[config.mk]
export PLATFORM = sky130hd
export DESIGN_NAME = dsm_audio_dac
export DESIGN_NICKNAME = d
export VERILOG_FILES = /design/src/rtl/dsm_pkg.sv /design/src/rtl/dsm_channel.sv /design/src/rtl/dsm_audio_dac.sv
export SDC_FILE = /design/constraint.sdc
export NUM_CORES = 1
export LEC_CHECK = 0
export ABC_AREA = 0
export BUFFER_PORTS_ARGS = -buffer_cell sky130_fd_sc_hd__clkbuf_2
export CAP_MARGIN = 5
export CORE_ASPECT_RATIO = 1.75
export CORE_MARGIN = 4
export CORE_UTILIZATION = 60
export DETAILED_ROUTE_END_ITERATION = 8
export PLACE_DENSITY = 0.74
export SLEW_MARGIN = 20
export SYNTH_ARGS = -nofsm -noshare
export SYNTH_HDL_FRONTEND = slang
export SYNTH_SLANG_ARGS = --single-unit
export TNS_END_PERCENT = 100
[constraint.sdc]
create_clock -name CLK -period 5.3 [get_ports CLK]
set_clock_uncertainty 0.15 [all_clocks]
set_input_delay 0.795 -clock CLK [delete_from_list [all_inputs] [get_ports CLK]]
set_output_delay 0.795 -clock CLK [all_outputs]
set_load 0.02 [all_outputs]
[src/rtl/dsm_pkg.sv]
// Shared constants and types for the stereo delta-sigma audio DAC.
package dsm_pkg;

    localparam int PCM_W      = 16;
    localparam int ACC_W      = 16;
    localparam int FIFO_DEPTH = 2;

    // XOR with midscale converts two's complement to offset binary
    localparam logic [PCM_W-1:0] MIDSCALE  = 16'h8000;
    localparam logic [15:0]      LFSR_SEED = 16'hACE1;
    // Taps x^16 + x^14 + x^13 + x^11 as bit positions 15, 13, 12, 10
    localparam logic [15:0]      LFSR_TAPS = 16'hB400;

    typedef struct packed {
        logic [PCM_W-1:0] left;
        logic [PCM_W-1:0] right;
    } frame_t;

    function automatic logic [15:0] lfsr_next(input logic [15:0] state);
        return {state[14:0], ^(state & LFSR_TAPS)};
    endfunction

endpackage

[src/rtl/dsm_channel.sv]
// First-order delta-sigma modulator for one audio channel; the carry out of the
// accumulator is the registered bitstream.
module dsm_channel
    import dsm_pkg::*;
(
    input  logic             CLK,
    input  logic             RSTn,
    input  logic             tick,
    input  logic [PCM_W-1:0] x,
    input  logic [2:0]       dither,
    output logic             bitstream
);

    logic [ACC_W-1:0] acc;
    logic [ACC_W:0]   sum;

    always_comb begin
        sum = {1'b0, acc} + {1'b0, x ^ MIDSCALE} + {{(ACC_W - 2){1'b0}}, dither};
    end

    always_ff @(posedge CLK or negedge RSTn) begin
        if (!RSTn) begin
            acc       <= '0;
            bitstream <= 1'b0;
        end else if (tick) begin
            acc       <= sum[ACC_W-1:0];
            bitstream <= sum[ACC_W];
        end
    end

endmodule

[src/rtl/dsm_audio_dac.sv]
// Stereo 1-bit delta-sigma DAC: 2-entry PCM frame FIFO, tick dividers and two modulators.
// Define DSM_DITHER_EN to add LFSR dither to both modulator sums.
module dsm_audio_dac
    import dsm_pkg::*;
#(
    parameter int unsigned MOD_DIV    = 1,
    parameter int unsigned SAMPLE_DIV = 1562
) (
    input  logic             CLK,
    input  logic             RSTn,
    input  logic             in_valid,
    output logic             in_ready,
    input  logic [PCM_W-1:0] in_left,
    input  logic [PCM_W-1:0] in_right,
    input  logic             mute,
    output logic             sound_l,
    output logic             sound_r,
    output logic             underrun,
    output logic             sample_tick
);

    logic [7:0]  mod_cnt;
    logic [15:0] smp_cnt;
    logic        tick;
    logic        frame_wrap;

    frame_t      fifo_mem [FIFO_DEPTH];
    logic        wr_ptr;
    logic        rd_ptr;
    logic [1:0]  fifo_count;
    logic        push;
    logic        pop;
    logic        fifo_empty;

    frame_t           cur_frame;
    logic [PCM_W-1:0] x_l;
    logic [PCM_W-1:0] x_r;
    logic [2:0]       dither_l;
    logic [2:0]       dither_r;

    assign tick       = (mod_cnt == 8'(MOD_DIV - 1));
    assign frame_wrap = tick && (smp_cnt == 16'(SAMPLE_DIV - 1));
    assign fifo_empty = (fifo_count == 2'd0);
    assign in_ready   = (fifo_count < 2'(FIFO_DEPTH));
    assign push       = in_valid && in_ready;
    // A pop decision uses the pre-edge count, so a same-edge push into an empty FIFO still underruns
    assign pop        = frame_wrap && !fifo_empty;

    always_ff @(posedge CLK or negedge RSTn) begin
        if (!RSTn) begin
            mod_cnt     <= '0;
            smp_cnt     <= '0;
            sample_tick <= 1'b0;
            underrun    <= 1'b0;
        end else begin
            mod_cnt     <= tick ? 8'd0 : mod_cnt + 8'd1;
            sample_tick <= frame_wrap;
            underrun    <= frame_wrap && fifo_empty;
            if (tick) begin
                smp_cnt <= frame_wrap ? 16'd0 : smp_cnt + 16'd1;
            end
        end
    end

    always_ff @(posedge CLK or negedge RSTn) begin
        if (!RSTn) begin
            wr_ptr     <= 1'b0;
            rd_ptr     <= 1'b0;
            fifo_count <= '0;
            cur_frame  <= '0;
        end else begin
            if (push) begin
                wr_ptr <= ~wr_ptr;
            end
            if (pop) begin
                rd_ptr    <= ~rd_ptr;
                cur_frame <= fifo_mem[rd_ptr];
            end
            unique case ({push, pop})
                2'b10:   fifo_count <= fifo_count + 2'd1;
                2'b01:   fifo_count <= fifo_count - 2'd1;
                default: fifo_count <= fifo_count;
            endcase
        end
    end

    // Storage needs no reset: the pointers and count define what is valid
    always_ff @(posedge CLK) begin
        if (push) begin
            fifo_mem[wr_ptr] <= '{left: in_left, right: in_right};
        end
    end

`ifdef DSM_DITHER_EN
    logic [15:0] lfsr;

    always_ff @(posedge CLK or negedge RSTn) begin
        if (!RSTn) begin
            lfsr <= LFSR_SEED;
        end else if (tick) begin
            lfsr <= lfsr_next(lfsr);
        end
    end

    assign dither_l = lfsr[2:0];
    assign dither_r = lfsr[5:3];
`else
    assign dither_l = 3'd0;
    assign dither_r = 3'd0;
`endif

    // Mute swaps the input to midscale so the stream keeps a 50% duty without a DC step
    assign x_l = mute ? '0 : cur_frame.left;
    assign x_r = mute ? '0 : cur_frame.right;

    dsm_channel u_chan_l (
        .CLK       (CLK),
        .RSTn      (RSTn),
        .tick      (tick),
        .x         (x_l),
        .dither    (dither_l),
        .bitstream (sound_l)
    );

    dsm_channel u_chan_r (
        .CLK       (CLK),
        .RSTn      (RSTn),
        .tick      (tick),
        .x         (x_r),
        .dither    (dither_r),
        .bitstream (sound_r)
    );

endmodule
* Word level (Yosys, flattened, before mapping) *
Memories as Yosys holds them, arrays and structs flattened. A register that Yosys moved wholly into a read port is not among the register bits.
Cells that the tools add are included.

storage, ports and cells
  flip-flop bits (word level) = 64
  bits in writable memories = 64
  bits of input ports = 36
  output and inout port bits = 5
  word-level logic and storage cells = 42
  memories = 1

cells by class
  add/subtract/negate cells = 6
  $lt $le $gt $ge = 1
  eq/ne operators = 3
  mux-type cells = 7
  bitwise gates (word level) = 4
  reduce and logical (&&, ||, !) cells = 9

memory list
  memory    depth  width  rd ports  clocked after Yosys merged registers in  wr ports  RTL line             RTL
  fifo_mem  2      32     1         1                                        1         dsm_audio_dac.sv:27  frame_t fifo_mem [FIFO_DEPTH];

operator list
  operator                                           count
  two-way mux 16 bit                                 3
  adder 16 x 16 -> 17 bit                            2
  adder 16 x 1 -> 16 bit, second input constant      1
  == test 16 x 11 -> 1 bit, second input constant    1
  adder 8 x 1 -> 8 bit, second input constant        1
  zero test 8 bit                                    1
  two-way mux 8 bit                                  1
  logical AND 1 bit                                  4
  NOT 1 bit                                          4
  case mux 2 bit (2 select lines)                    1
  adder 2 x 1 -> 2 bit, second input constant        1
  == test 2 x 1 -> 1 bit, second input constant      1
  == test 2 bit, second input constant               1
  zero test 1 bit                                    2
  zero test 2 bit                                    1
  less-than comparator 2 bit, second input constant  1
  two-way mux 1 bit                                  2
  nonzero test 2 bit                                 1
  subtractor 2 x 1 -> 2 bit, second input constant   1

* Logic depth before layout (Yosys ltp) *
Gate-level depths: netlist (run 1).

  word-level depth = 5
  gate-level depth with buffers = 14
  mapped depth without buffers = 10

* Hierarchy *
Synthesis (run 1) repeated with hierarchy kept, for this count alone.

second synthesis, totals
  cell total of the unflattened synthesis = 699
  area, all modules = 8523.2 um^2

by module, submodules not included
  module         instances  cells an instance  area each (um^2)  sequential area each (um^2)
  dsm_audio_dac  1          335                5129.9            3473.3
  dsm_channel    2          182                1696.6            425.4

* Worst setup path after synthesis (run 1) *
OpenSTA, ideal clock, no wires.

  path kind = input to register
  start = in mute
  end = reg u_chan_r.acc[14]
  library setup time = 0.134 ns
  arrival time = 2.709 ns
  data required time = 5.016 ns
  slack = 2.308 ns
  stages on the path = 9
  buffers on the path = 1
  cells stage by stage = clkbuf_1 -> nor2b_1 -> ha_1 -> fa_1 -> a21oi_1 -> o211ai_1 -> a211o_1 -> a211oi_1 -> o31ai_1

between the ends
  word-level cells in the longest chain between the ends = 2

ends and longest elaborated chain
  what                     RTL line              RTL
  start: declaration       dsm_audio_dac.sv:15   input logic mute,
  two-way mux 16 bit       dsm_audio_dac.sv:114  assign x_r = mute ? '0 : cur_frame.right;
  adder 16 x 16 -> 17 bit  dsm_channel.sv:18     sum = {1'b0, acc} + {1'b0, x ^ MIDSCALE} + {{(ACC_W - 2){1'b0}}, dither};
  end signal: assignment   dsm_channel.sv:26     acc <= sum[ACC_W-1:0];
  end: declaration         dsm_channel.sv:14     logic [ACC_W-1:0] acc;

Every way passes these cells.
A chain may end at the register's enable or synchronous reset.

* Worst setup path after layout (run 1) *
  start = reg mod_cnt[0]
  end = reg fifo_count[1]

between the ends
  word-level cells in the longest chain between the ends = 5
  elaborated cells on any way between the ends = 7
  classes of those cells = eq/ne (2); mux (1); reduce/logical (4)

ends and longest elaborated chain
  what                                                                          RTL line             RTL
  start: declaration                                                            dsm_audio_dac.sv:22  logic [7:0] mod_cnt;
  start signal: assignment                                                      dsm_audio_dac.sv:56  mod_cnt <= tick ? 8'd0 : mod_cnt + 8'd1;
  zero test 8 bit (*)                                                           dsm_audio_dac.sv:41  assign tick = (mod_cnt == 8'(MOD_DIV - 1));
  logical AND 1 bit (*)                                                         dsm_audio_dac.sv:42  assign frame_wrap = tick && (smp_cnt == 16'(SAMPLE_DIV - 1));
  logical AND 1 bit (*)                                                         dsm_audio_dac.sv:47  assign pop = frame_wrap && !fifo_empty;
  == test 2 x 1 -> 1 bit / == test 2 bit (equally long branches)                dsm_audio_dac.sv:79  unique case ({push, pop})
  case mux 2 bit (2 select lines) / nonzero test 2 bit (equally long branches)  --
  end signal: assignment                                                        dsm_audio_dac.sv:80  2'b10: fifo_count <= fifo_count + 2'd1;
  end signal: assignment                                                        dsm_audio_dac.sv:81  2'b01: fifo_count <= fifo_count - 2'd1;
  end signal: assignment                                                        dsm_audio_dac.sv:82  default: fifo_count <= fifo_count;
  end: declaration                                                              dsm_audio_dac.sv:30  logic [1:0] fifo_count;

Mark *: on every way between the ends. The rest lies on a longest branch, timed or not.

==> results.cfg, run 1 <==
[routing]
ant_nets = 0
routedWlPerCell_um = 16.5
dr.pass1.iters = 4
drc_errors = 0
dr.first_iter.drc_count = 274
vias = 5100
wl_mm = 14.7
vias_per_cell = 5.74

[finish]
fin_nets = 776
drive_gt1_share_pct = 21.3
final_util_pct = 67.7
antennaDiodeCount = 0
area_delta_synth_final_pct = 11.0

[synth]
synth_edf_count = 64
yosys_warnings = 0
synthArstFlopShare_pct = 60.0
syn_area_um2 = 8120
synth-seq-cells = 160
ys_seq_area_share_pct = 53.3
netlist_top_cells_area = dfrtp_1 30%, edfxtp_1 24%, ha_1 5.7%
synth_top_area_cell = dfrtp_1
synth_fp_nets = 739
netlist_instances = 664
synth_cell_types = 64
yosysMostFrequentCell = dfrtp_1
yosysTopAreaCellShare_pct = 29.6
synth.avg_cell_area_um2 = 12.2
synth-main-ff-cell = dfrtp_1
yosys-top-cells-count = 96 x dfrtp_1, 65 x nand2_1, 64 x edfxtp_1

[floorplanning]
num_io_pins = 41
rows = 56
die-height_um = 162
coreArea_um2 = 13300
fp.dieW_um = 95.9
dieArea_um2 = 15500
start_util_pct = 61.0

[clocking]
cts_tree = yes
cts.repair.resized = 0
clock_latency_ps = 420
cts.path.max_buffers = 2
cts-hold-fix-buffers = 0
cts-root-buf = clkbuf_16
path_clk_slew_ps = 70
numCtsBuffers = 17
cts_setup_buffers = 0
htree_num_levels = 4
clock-sinks = 160

[run_status]
outcome = finished, final reports clean

[worst_setup_path]
end_kind = flop
required_ps = 5480
crit_type = reg -> reg
startpoint_type = flop
critPathMaxFanout = 34
arrival_ps = 3670
r2r_slack_ps = 1810

[placed_design]
port_buffers = 40
dp_slack_ps = 1720
dp.final_hpwl_mm = 10.0
place_congestion = 0.884

[pwr]
vdd_drop_max_v = 0.000298
p_leak_uw = 0.00382
p_total_uw = 2610
powerDensity_nw_per_um2 = 290

[timing]
finalSetupViolCount = 0
timing_hold_violations_final = 0
finalCritPeriodShare_pct = 65.8
rsz0062_at_grt = no
post-route-min-period_ps = 3490
fin_ws_ps = 1810
tns_ps = 0
final_max_slew_viol_count = 0
fin_worst_hold_slack_ps = 195
fmax_mhz = 287
maxSlewHeadroom_pct = 54.3
worst_pin_slew_ps = 685

[grt]
grt_max_degree = 57
grt_pass1_vias = 5380
grt_use_total_pct = 20.9
grt_pass1_wl_mm = 25.6
grt-ovfl-total = 0
antenna_found_initial = 0

[flow_run]
cap_violations = 0

[worst_hold_path]
hold_class = in -> async
==> cells by family after synthesis <==
family	count (synthesis)	synth area share, %
AO/OA/AOI/OAI	112	9.19
XOR/XNOR	41	4.42
adder cells (fa/ha/maj)	39	6.20
buffers and inverters	41	3.11
flip-flops	160	53.3
multiplexers	68	10.7
AND/OR/NAND/NOR	203	13.1
==> registers in the layout, summed over array words and instances (netlist names), 2 cells and up <==
register      cells
mod_cnt           8
fifo_count        2
cur_frame        32
u_chan_l.acc     16
u_chan_r.acc     16
fifo_mem         64
smp_cnt          16
==> final cells by class <==
cell class | count | area, um2
Clock buffer | 21 | 504
Clock inverter | 11 | 128
Tap cell | 174 | 218
Multi-Input combinational cell | 463 | 3550
Sequential cell | 160 | 4320
Inverter | 14 | 52.6
Fill cell | 988 | 4300
Timing Repair Buffer | 45 | 240
==> stage by stage <==
step | instance area [um2] | cells
after floorplan | 8120 | 664
after global placement | 8380 | 856
after detailed placement | 8380 | 856
after CTS | 9010 | 888
after global routing | 9010 | 888
final | 9010 | 888
==> critical path: stages, from the launching register on <==
cell     delay [ps]
dfrtp_1         420
inv_1            70
ha_1            130
nor3b_1         360
and2_4          430
and3_1          520
o21a_4          630
ha_1            390
nor2_1          150
xnor2_1         130
==> power breakdown <==
| group | internal (uW) | switching (uW) |
|---|---|---|
| clock | 753 | 536 |
| combinational | 10.0 | 22.7 |
| sequential | 1290 | 0 |
| total | 2050 | 559 |
==> per-layer routing <==
metal	GRT usage, %	up-vias	routed length (um)
met5	0	-	0
met2	35.6	75	7690
met3	4.77	21	355
met4	5.83	0	247
met1	26.6	2502	6390
li1	-	2502	-
==> final timing paths <==
| path | from | end | depth (start not counted) |
|---|---|---|---|
| worst max-delay path | mod_cnt[0] | fifo_count[1] | 9 |
| worst min-delay path | RSTn | u_chan_r.bitstream | 1 |
| worst max register to register | mod_cnt[0] | fifo_count[1] | 9 |
| worst min register to register | smp_cnt[6] | smp_cnt[6] | 1 |
| max in group asynchronous | RSTn | u_chan_l.acc[8] | 2 |
| min in group CLK | smp_cnt[6] | smp_cnt[6] | 1 |
==> layout by cell type (no fill, tap or decap), drive strengths merged, types with 4 or more instances in the layout <==
| cell type | count |
|---|---|
| a21oi | 22 |
| mux2 | 65 |
| o21a | 4 |
| nor2b | 30 |
| nand3 | 20 |
| buf | 6 |
| and2 | 7 |
| nand4 | 10 |
| dfrtp | 96 |
| clkbuf | 60 |
| and4 | 6 |
| xnor2 | 22 |
| or4 | 4 |
| and3 | 12 |
| a211oi | 7 |
| nor2 | 26 |
| ha | 37 |
| edfxtp | 64 |
| inv | 22 |
| o21ai | 25 |
| xor2 | 19 |
| nor3 | 8 |
| a31oi | 8 |
| nand2 | 65 |
| o211ai | 5 |
| a21o | 13 |
Power figures use the tool's default switching activity.
==> run 2, diff against run 1 <==
clock period = 3.5 ns   (was 5.3 ns; I/O delays follow)
==> run 2 against run 1 <==
Sequential share of layout area shrank 0.15 points; critical path type unchanged; sequential power rose by 51%; final area up 0.31%; the run now ends with negative hold slack left.
==> results.cfg, run 2 (same netlist as run 1, synthesis figures left out) <==
[run_status]
outcome = finished with violations
violations = negative hold slack

[finish]
nFillCells = 1019
final_cells = 894
final_cell_mix = 96 x dfrtp_1, 64 x nand2_1, 64 x edfxtp_1
largest_reg_flops = 64
final_util_pct = 67.9
mostFrequentLayoutCell = dfrtp_1
reg_top3 = fifo_mem x64, cur_frame x32
top_register = fifo_mem
antennaDiodeCount = 0
drive_gt1_share_pct = 21.9
fin_nets = 782
area_delta_synth_final_pct = 11.4

[placed_design]
dp.cells = 862
place_congestion = 0.857
dp_slack_ps = 431
dp.final_hpwl_mm = 11.0
port_buffers = 40

[worst_setup_path]
cp_slowest_stage_delay_ps = 430
end_kind = flop
crit_type = reg -> reg
cp.buffers_inverters = 2
arrival_ps = 2910
path_delay_family = simple AND/OR/NAND/NOR gates
r2r_slack_ps = 750
path_cells = inv_1, ha_1, nor3b_1, and2_4, and3_1, o21a_4, buf_12, mux2_2
critPathMaxFanout = 20
required_ps = 3660
startpoint_type = flop
cp_slowest_cell = nor3b_1

[timing]
final_max_slew_viol_count = 0
post-route-min-period_ps = 2750
fmax_mhz = 364
finalCritPeriodShare_pct = 78.5
fin_worst_hold_slack_ps = -6.97
timing_hold_violations_final = 6
fin_ws_ps = 754
tns_ps = 0
rsz0062_at_grt = no
maxSlewHeadroom_pct = 59.3
finalSetupViolCount = 0
worst_pin_slew_ps = 608

[clocking]
clock_latency_ps = 430
numCtsBuffers = 17
path_clk_slew_ps = 80
cts_setup_buffers = 0
htree_num_levels = 4
cts_tree = yes
cts.path.max_buffers = 2
clock-sinks = 160
cts-root-buf = clkbuf_16
cts.repair.resized = 0
cts-hold-fix-buffers = 0

[floorplanning]
rows = 56
dieArea_um2 = 15500
coreArea_um2 = 13300
die-height_um = 162
num_io_pins = 41
start_util_pct = 61.0
fp.dieW_um = 95.9

[routing]
vias_per_cell = 5.73
ant_nets = 0
dr.first_iter.drc_count = 200
routedWlPerCell_um = 17.3
wl_mm = 15.5
dr.pass1.iters = 4
drc_errors = 0
vias = 5119

[pwr]
powerDensity_nw_per_um2 = 424
p_leak_uw = 0.00384
vdd_drop_max_v = 0.000383

[worst_hold_path]
hold_class = in -> async

[grt]
grt_max_degree = 97
grt-ovfl-total = 0
grt_pass1_wl_mm = 26.5
grt_use_total_pct = 22.0
antenna_found_initial = 0
grt_pass1_vias = 5519

[flow_run]
cap_violations = 0
-- run 2: cell types whose count changed in the layout (fill, tap and decap cells not counted), sizes merged --
cell and change:
inv +1, buf +6, clkinv +3, clkbuf -3
bufinv -1
-- run 2: stage by stage --
| step | power, uW | area, um2 |
|---|---|---|
| floorplan | 1990 | 8120 |
| CTS | 3870 | 9040 |
| finish | 3830 | 9040 |
| global placement | 2040 | 8450 |
| detailed placement | 2050 | 8450 |
| global route | 3960 | 9040 |
-- run 2: worst paths after layout --
path | start | end | cells past startpoint
worst max-delay path | mod_cnt[0] | cur_frame[4] | 8
worst min-delay path | RSTn | u_chan_r.acc[12] | 2
worst max register to register | mod_cnt[0] | cur_frame[4] | 8
worst min register to register | smp_cnt[15] | smp_cnt[15] | 1
max in group asynchronous | RSTn | cur_frame[27] | 2
min in group CLK | in_right[10] | fifo_mem[1][10] | 1
-- run 2: report_power, final --
group | switching, uW | leakage, uW | internal, uW
logic | 35.2 | 0.00180 | 18.3
registers | 0 | 0.00175 | 1950
clock network | 863 | 0.000289 | 964
-- run 2: worst reg2reg max path, stage by stage (launching register included) --
cell and delay (ps):
dfrtp_1 410, inv_1 70, ha_1 130, nor3b_1 430, and2_4 230, and3_1 240, o21a_4 370, buf_12 240
mux2_2 370
-- run 2: layer usage --
layer  vias up  share of wire [%]  track usage (%)
met5         -                  0                0
met4         0                2.5             8.74
met3        28                2.5             3.43
met2        76                 54             38.0
met1      2504                 41             27.1
li1       2511                  -                -
-- run 2: final cells by class --
| type | count | area, um2 | area share (%) |
|---|---|---|---|
| clock buffers | 18 | 429 | 4.75 |
| clock inverters | 14 | 160 | 1.77 |
| inverters | 14 | 52.6 | 0.581 |
| multi-input cells | 463 | 3550 | 39.2 |
| flip-flops and latches | 160 | 4320 | 47.8 |
| well taps | 174 | 218 | 2.41 |
| repair buffers | 51 | 310 | 3.43 |
